File: config.mk
export PLATFORM = sky130hd
export DESIGN_NAME = window_shift_ctrl
export DESIGN_NICKNAME = d
export VERILOG_FILES = /design/src/rtl/window_shift_ctrl.sv
export SDC_FILE = /design/constraint.sdc
export NUM_CORES = 1
export LEC_CHECK = 0
export ABC_AREA = 1
export BUFFER_PORTS_ARGS = -buffer_cell sky130_fd_sc_hd__buf_2
export CAP_MARGIN = 10
export CORE_MARGIN = 2
export CORE_UTILIZATION = 50
export CTS_CLUSTER_SIZE = 24
export DETAILED_ROUTE_END_ITERATION = 7
export GPL_TIMING_DRIVEN = 0
export PLACE_DENSITY = 0.77
export SLEW_MARGIN = 20
export SYNTH_ARGS = -nofsm -noshare
export SYNTH_HDL_FRONTEND = slang
export SYNTH_SLANG_ARGS = --single-unit
File: constraint.sdc
create_clock -name clk -period 1.7 [get_ports clk]
set_input_delay 0.17 -clock clk [delete_from_list [all_inputs] [get_ports clk]]
set_output_delay 0.17 -clock clk [all_outputs]
set_load 0.05 [all_outputs]
File: src/rtl/window_shift_ctrl.sv
// Sliding-window sequencer: feeds a SIZE-deep shift register from a row-framed
// pixel stream and presents each full same-row window with valid/ready backpressure.
module window_shift_ctrl #(
  parameter int DATA_WIDTH = 8,
  parameter int SIZE       = 8,
  parameter int ROW_WIDTH  = 640,
  parameter int COL_W      = $clog2(ROW_WIDTH)
) (
  input  logic                  clk,
  input  logic                  rst_n,
  input  logic                  s_valid,
  input  logic [DATA_WIDTH-1:0] s_data,
  input  logic                  s_last,
  output logic                  s_ready,
  output logic                  sr_shift_en,
  output logic [DATA_WIDTH-1:0] sr_in_data,
  output logic                  m_valid,
  input  logic                  m_ready,
  output logic [COL_W-1:0]      m_col,
  output logic                  m_last,
  output logic                  err_row_len
);

  localparam int FILL_W = $clog2(SIZE + 1);

  typedef enum logic {FILL, STREAM} state_t;

  state_t            state;
  logic [FILL_W-1:0] fill_cnt;
  logic [COL_W-1:0]  col;
  logic [FILL_W:0]   fill_inc;
  logic              acc;
  logic              row_overrun;
  logic              row_end;

  // A resident window may only be replaced in the cycle it is consumed.
  assign s_ready     = rst_n && (!m_valid || m_ready);
  assign acc         = s_valid && s_ready;
  assign sr_shift_en = acc;
  assign sr_in_data  = s_data;

  assign row_overrun = (col == COL_W'(ROW_WIDTH - 1));
  assign row_end     = s_last || row_overrun;
  assign fill_inc    = {1'b0, fill_cnt} + (FILL_W + 1)'(1);

  // STREAM means SIZE-1 pixels of this row are already resident, so the
  // next accepted pixel completes a window.
  always_ff @(posedge clk) begin
    if (!rst_n) begin
      state       <= FILL;
      fill_cnt    <= '0;
      col         <= '0;
      m_valid     <= 1'b0;
      m_col       <= '0;
      m_last      <= 1'b0;
      err_row_len <= 1'b0;
    end else if (acc) begin
      m_valid <= (state == STREAM);
      m_col   <= col;
      m_last  <= row_end;
      if (row_overrun && !s_last)
        err_row_len <= 1'b1;
      if (row_end) begin
        state    <= FILL;
        fill_cnt <= '0;
        col      <= '0;
      end else begin
        col <= col + COL_W'(1);
        if (fill_inc <= (FILL_W + 1)'(SIZE))
          fill_cnt <= fill_inc[FILL_W-1:0];
        if (fill_inc == (FILL_W + 1)'(SIZE - 1))
          state <= STREAM;
      end
    end else if (m_ready) begin
      m_valid <= 1'b0;
    end
  end

endmodule

### Yosys cells after proc, flatten, opt, wreduce, memory -nomap -nowiden

Index checks and enable logic that the tools add are counted.

| storage, ports and cells | value |
|---|---|
| register bits after elaboration | 28 |
| latch bits | 0 |
| memory bits (writable) | 0 |
| bits in read-only memories | 0 |
| input bits | 13 |
| output and inout bits | 23 |
| memories kept | 0 |

| cells by class | value |
|---|---|
| $add $sub $neg | 2 |
| $mul | 0 |
| div/mod/pow operators | 0 |
| $lt $le $gt $ge | 1 |
| equality and inequality tests | 2 |
| shift operators | 0 |
| muxes and demuxes | 7 |
| bitwise operators | 0 |
| reduce and logical (&&, ||, !) cells | 13 |

Operators by type and width:

| cell | number |
|---|---|
| $add A10 B1 Y10 const B | 1 |
| $eq A10 B10 Y1 const B | 1 |
| $mux W10 | 1 |
| $mux W4 | 2 |
| $reduce_and A2 Y1 | 3 |
| $reduce_bool A2 Y1 | 3 |
| $add A4 B1 Y5 const B | 1 |
| $eq A5 B3 Y1 const B | 1 |
| $le A5 B4 Y1 const B | 1 |
| $mux W1 | 4 |
| $logic_and A1 B1 Y1 | 3 |
| $logic_not A1 Y1 | 2 |
| $logic_or A1 B1 Y1 | 2 |

### Depth between registers and ports, before layout

| logic depth | value |
|---|---|
| depth after elaboration | 5 |
| mapped depth | 10 |
| mapped depth without buffers | 10 |

### Worst setup path after synthesis

No wires, ideal clock.

| timing | value |
|---|---|
| path type | register to register |
| from | reg m_valid |
| to | reg col[6] |
| library setup time | 0.115 ns |
| data arrival time | 1.451 ns |
| data required time | 1.585 ns |
| path slack | 0.134 ns |
| cell stages (with the launch flop) | 7 |
| buffers on the path | 1 |
| clock period less this slack | 1.566 ns |
| cell sequence | dfxtp_1 -> nand2_1 -> nand3_1 -> inv_1 -> buf_2 -> a21oi_1 -> nor2_1 |

| between the ends | value |
|---|---|
| cells in the longest elaborated chain, start to end | 4 |

Ends and longest elaborated chain:

| item | line | RTL |
|---|---|---|
| from (decl) | 17 | `output logic m_valid,` |
| from (signal assigned) | 58 | `m_valid <= (state == STREAM);` |
| $logic_not A1 Y1 | 37 | `assign s_ready = rst_n && (!m_valid \|\| m_ready);` |
| $logic_or A1 B1 Y1 | 37 |  |
| $logic_and A1 B1 Y1 | 37 |  |
| $logic_and A1 B1 Y1 | 38 | `assign acc = s_valid && s_ready;` |
| named net sr_shift_en | 15 | `output logic sr_shift_en,` |
| to (signal assigned) | 68 | `col <= col + COL_W'(1);` |
| to (decl) | 30 | `logic [COL_W-1:0] col;` |

The timed path passes the listed nets, and every way through them passes these cells.
A chain may end at the register's enable or synchronous reset.

### Worst setup path after layout

| timing | value |
|---|---|
| from | reg m_valid |
| to | out sr_shift_en |

| between the ends | value |
|---|---|
| cells in the longest elaborated chain, start to end | 4 |

Ends and longest elaborated chain:

| item | line |
|---|---|
| $logic_not A1 Y1 | 37 |
| $logic_or A1 B1 Y1 | 37 |
| $logic_and A1 B1 Y1 | 37 |
| $logic_and A1 B1 Y1 | 38 |
| to (decl) | 15 |

No other way between the ends.

==> results.py <==
metrics = {
    "worst_setup_path": {
        "crit_path_max_fanout": 10,
        "crit_chain": "nand2_1, nand3_1, inv_2, buf_4, buf_4",
        "crit_start": "m_valid",
        "worst-path-buf-inv": 3,
        "critical-path-top-delay-family": "buffers and inverters",
        "worstSetupPathType": "flip-flop to output port",
        "startpoint_type": "flip-flop",
        "arrival_ns": 1.39,
        "timing.critical_path.mode_cell": "buf_4",
        "slowest_delay_ns": 0.36,
        "ff2ff_path_depth": 8,
        "cp.required_ns": 1.53,
        "r2r-start": "col[1]",
        "rrSetupSlack_ns": 0.18,
        "end_kind": "output port",
        "cp_num_cells": 5,
        "worst_path_max_delay_cell": "dfxtp_1",
    },
    "detailed_routing": {
        "antenna_left": 0,
        "routed_wl_um": 2640,
        "wl_per_cell_um": 10.9,
        "drtIter0Drc": 18,
        "drt_first_pass_iters": 5,
        "drc": 0,
        "via_per_inst": 5.09,
        "vias": 1227,
    },
    "yosys": {
        "syn-cell-area_mm2": 0.00129,
        "async_flop_share_pct": 0,
        "yosysWarningCount": 0,
        "synth_edf_count": 0,
        "ys.flop_type": "dfxtp_1",
        "synth_nets": 195,
        "synth_cell_types": 23,
        "ys_seq_area_share_pct": 43.5,
        "ys_ff_latch": 28,
        "syn_avg_cell_area_um2": 7.24,
        "synthCells": 178,
    },
    "clock_network": {
        "cts_tree": "built",
        "h-tree-depth": 1,
        "cts_hold_buf": 0,
        "cts_buffer_depth": 2,
        "clockRootBuffer": "clkbuf_4",
        "clk_pin_slew_worst_paths_ns": 0.15,
        "clock_latency_ns": 0.34,
        "numCtsBuffers": 3,
        "cts.sinks": 28,
    },
    "power_and_ir_drop": {
        "p_leak_nw": 0.683,
        "power_density_mw_per_mm2": 821,
        "p_total_mw": 1.26,
        "ir_drop_uv": 562,
    },
    "global_route": {
        "grt_usage_pct": 19.2,
        "grt_pass1_vias": 1014,
        "grt_first_pass_wirelength_um": 4130,
        "grt-ovfl-total": 0,
        "antenna_found_initial": 0,
        "grt_max_degree": 17,
    },
    "timing": {
        "setup_viol": 0,
        "rsz0062_at_grt": "false",
        "post-route-min-period_ns": 1.56,
        "maxSlewHeadroom_pct": 73.0,
        "setup_tns_ns": 0,
        "clock.fmax_mhz": 641,
        "slew_violations": 0,
        "final-hold-violation-count": 0,
        "clock_skew_ns": 0.00810,
        "tightest_slew_ns": 0.405,
        "period_share_pct": 91.8,
    },
    "layout": {
        "antenna_cells": 0,
        "layout_common_cells": "nand2_1 (39), buf_2 (27), dfxtp_1 (27)",
        "final_common_cell": "nand2_1",
        "drive_above_1_share_pct": 24.6,
        "nNetsFinal": 229,
        "area_growth_pct": 19.5,
    },
    "die": {
        "dieArea_mm2": 0.00300,
        "dieWidth_um": 54.8,
        "die_h_um": 54.8,
        "core_area_mm2": 0.00245,
        "initial_core_util_pct": 52.5,
        "row_count": 18,
        "io_pins": 36,
    },
    "flow_run": {
        "maxCapViolations": 0,
    },
    "run_status": {
        "status": "complete, no violations",
    },
    "place": {
        "place_congestion": 0.841,
        "dp_hpwl_um": 2030,
        "io_buffer_count": 27,
    },
    "hold_path": {
        "min_path_type": "input pin to flip-flop",
        "min-delay-start": "s_valid",
        "min_delay_path_depth": 3,
    },
}
[metal layers]
layer / share of wire (%) / GRT usage, % / up-vias
li1: - / - / 637
met1: 47 / 22.8 / 548
met2: 46 / 33.1 / 36
met3: 5.7 / 3.28 / 6
met4: 1.6 / 9.17 / 0
met5: 0 / 0 / -
[sequential cells by signal, indices dropped and copies added, names as in the netlist]
signal,cells
col,10
err_row_len,1
fill_cnt,4
m_col,10
m_last,1
m_valid,1
state,1
[cell families after synthesis]
group / share of synthesized area [%]
compound gates: 10.2
xor+xnor: 0.680
fa+ha+maj: 3.88
buf+inv: 10.4
flops: 43.5
simple gates: 31.4
[timing repair]
item	4_1_cts	5_1_grt
buffers inserted	0	2
gates resized for setup	3	3
endpoints found under the setup margin	1	9
pin swaps	0	0
[synthesized netlist by cell type (2+ instances only)]
library cell	instances	area (um^2)
nand2_1	41	154
dfxtp_1	28	561
nor2_1	26	97.6
nand3_1	18	90.1
a21oi_1	13	65.1
inv_1	12	45.0
buf_4	8	60.1
o21ai_0	8	40.0
ha_1	4	50.1
nor3_1	4	20.0
buf_2	2	10.0
nand2_2	2	12.5
nand4_1	2	12.5
[metrics by stage]
stage | cell area (um^2) | utilization, % | hold slack, ns | setup slack [ns] | std cells
after detailed placement | 1460 | 59.5 | 0.454 | 0.0951 | 235
after floorplan | 1290 | - | 0.308 | 0.134 | 178
after global routing | 1540 | 62.7 | 0.0889 | 0.0441 | 241
final | 1540 | 62.7 | 0.0760 | 0.140 | 241
after CTS | 1520 | 61.9 | 0.0872 | 0.0633 | 239
after global placement | 1460 | 59.5 | 0.438 | 0.104 | 235
[path summary, 6_finish.rpt]
| kind | endpoint |
|---|---|
| worst max-delay path | sr_shift_en |
| worst min-delay path | m_valid |
| worst max register to register | col[7] |
| worst min register to register | m_col[6] |
[power by group]
| part | internal [mW] | leakage, nW | switching [mW] |
|---|---|---|---|
| sequential | 0.664 | 0.227 | 0.00556 |
| clock | 0.239 | 0.0279 | 0.203 |
| combinational | 0.0455 | 0.429 | 0.109 |
| total | 0.948 | 0.683 | 0.317 |
[area by class of cell]
| type | instances | area (um^2) |
|---|---|---|
| multi-input combinational | 125 | 599 |
| tap | 30 | 37.5 |
| clock buffer | 3 | 22.5 |
| buffer | 12 | 87.6 |
| fill | 224 | 915 |
| timing repair buffer | 29 | 153 |
| inverter | 13 | 48.8 |
| clock inverter | 1 | 30.0 |
| sequential | 28 | 562 |
[worst min-delay path: stages]
cell and delay [ns]:
buf_2 0.10, nand2_1 0.06, a21oi_1 0.06
No activity file was read; power rests on OpenSTA's default activity.
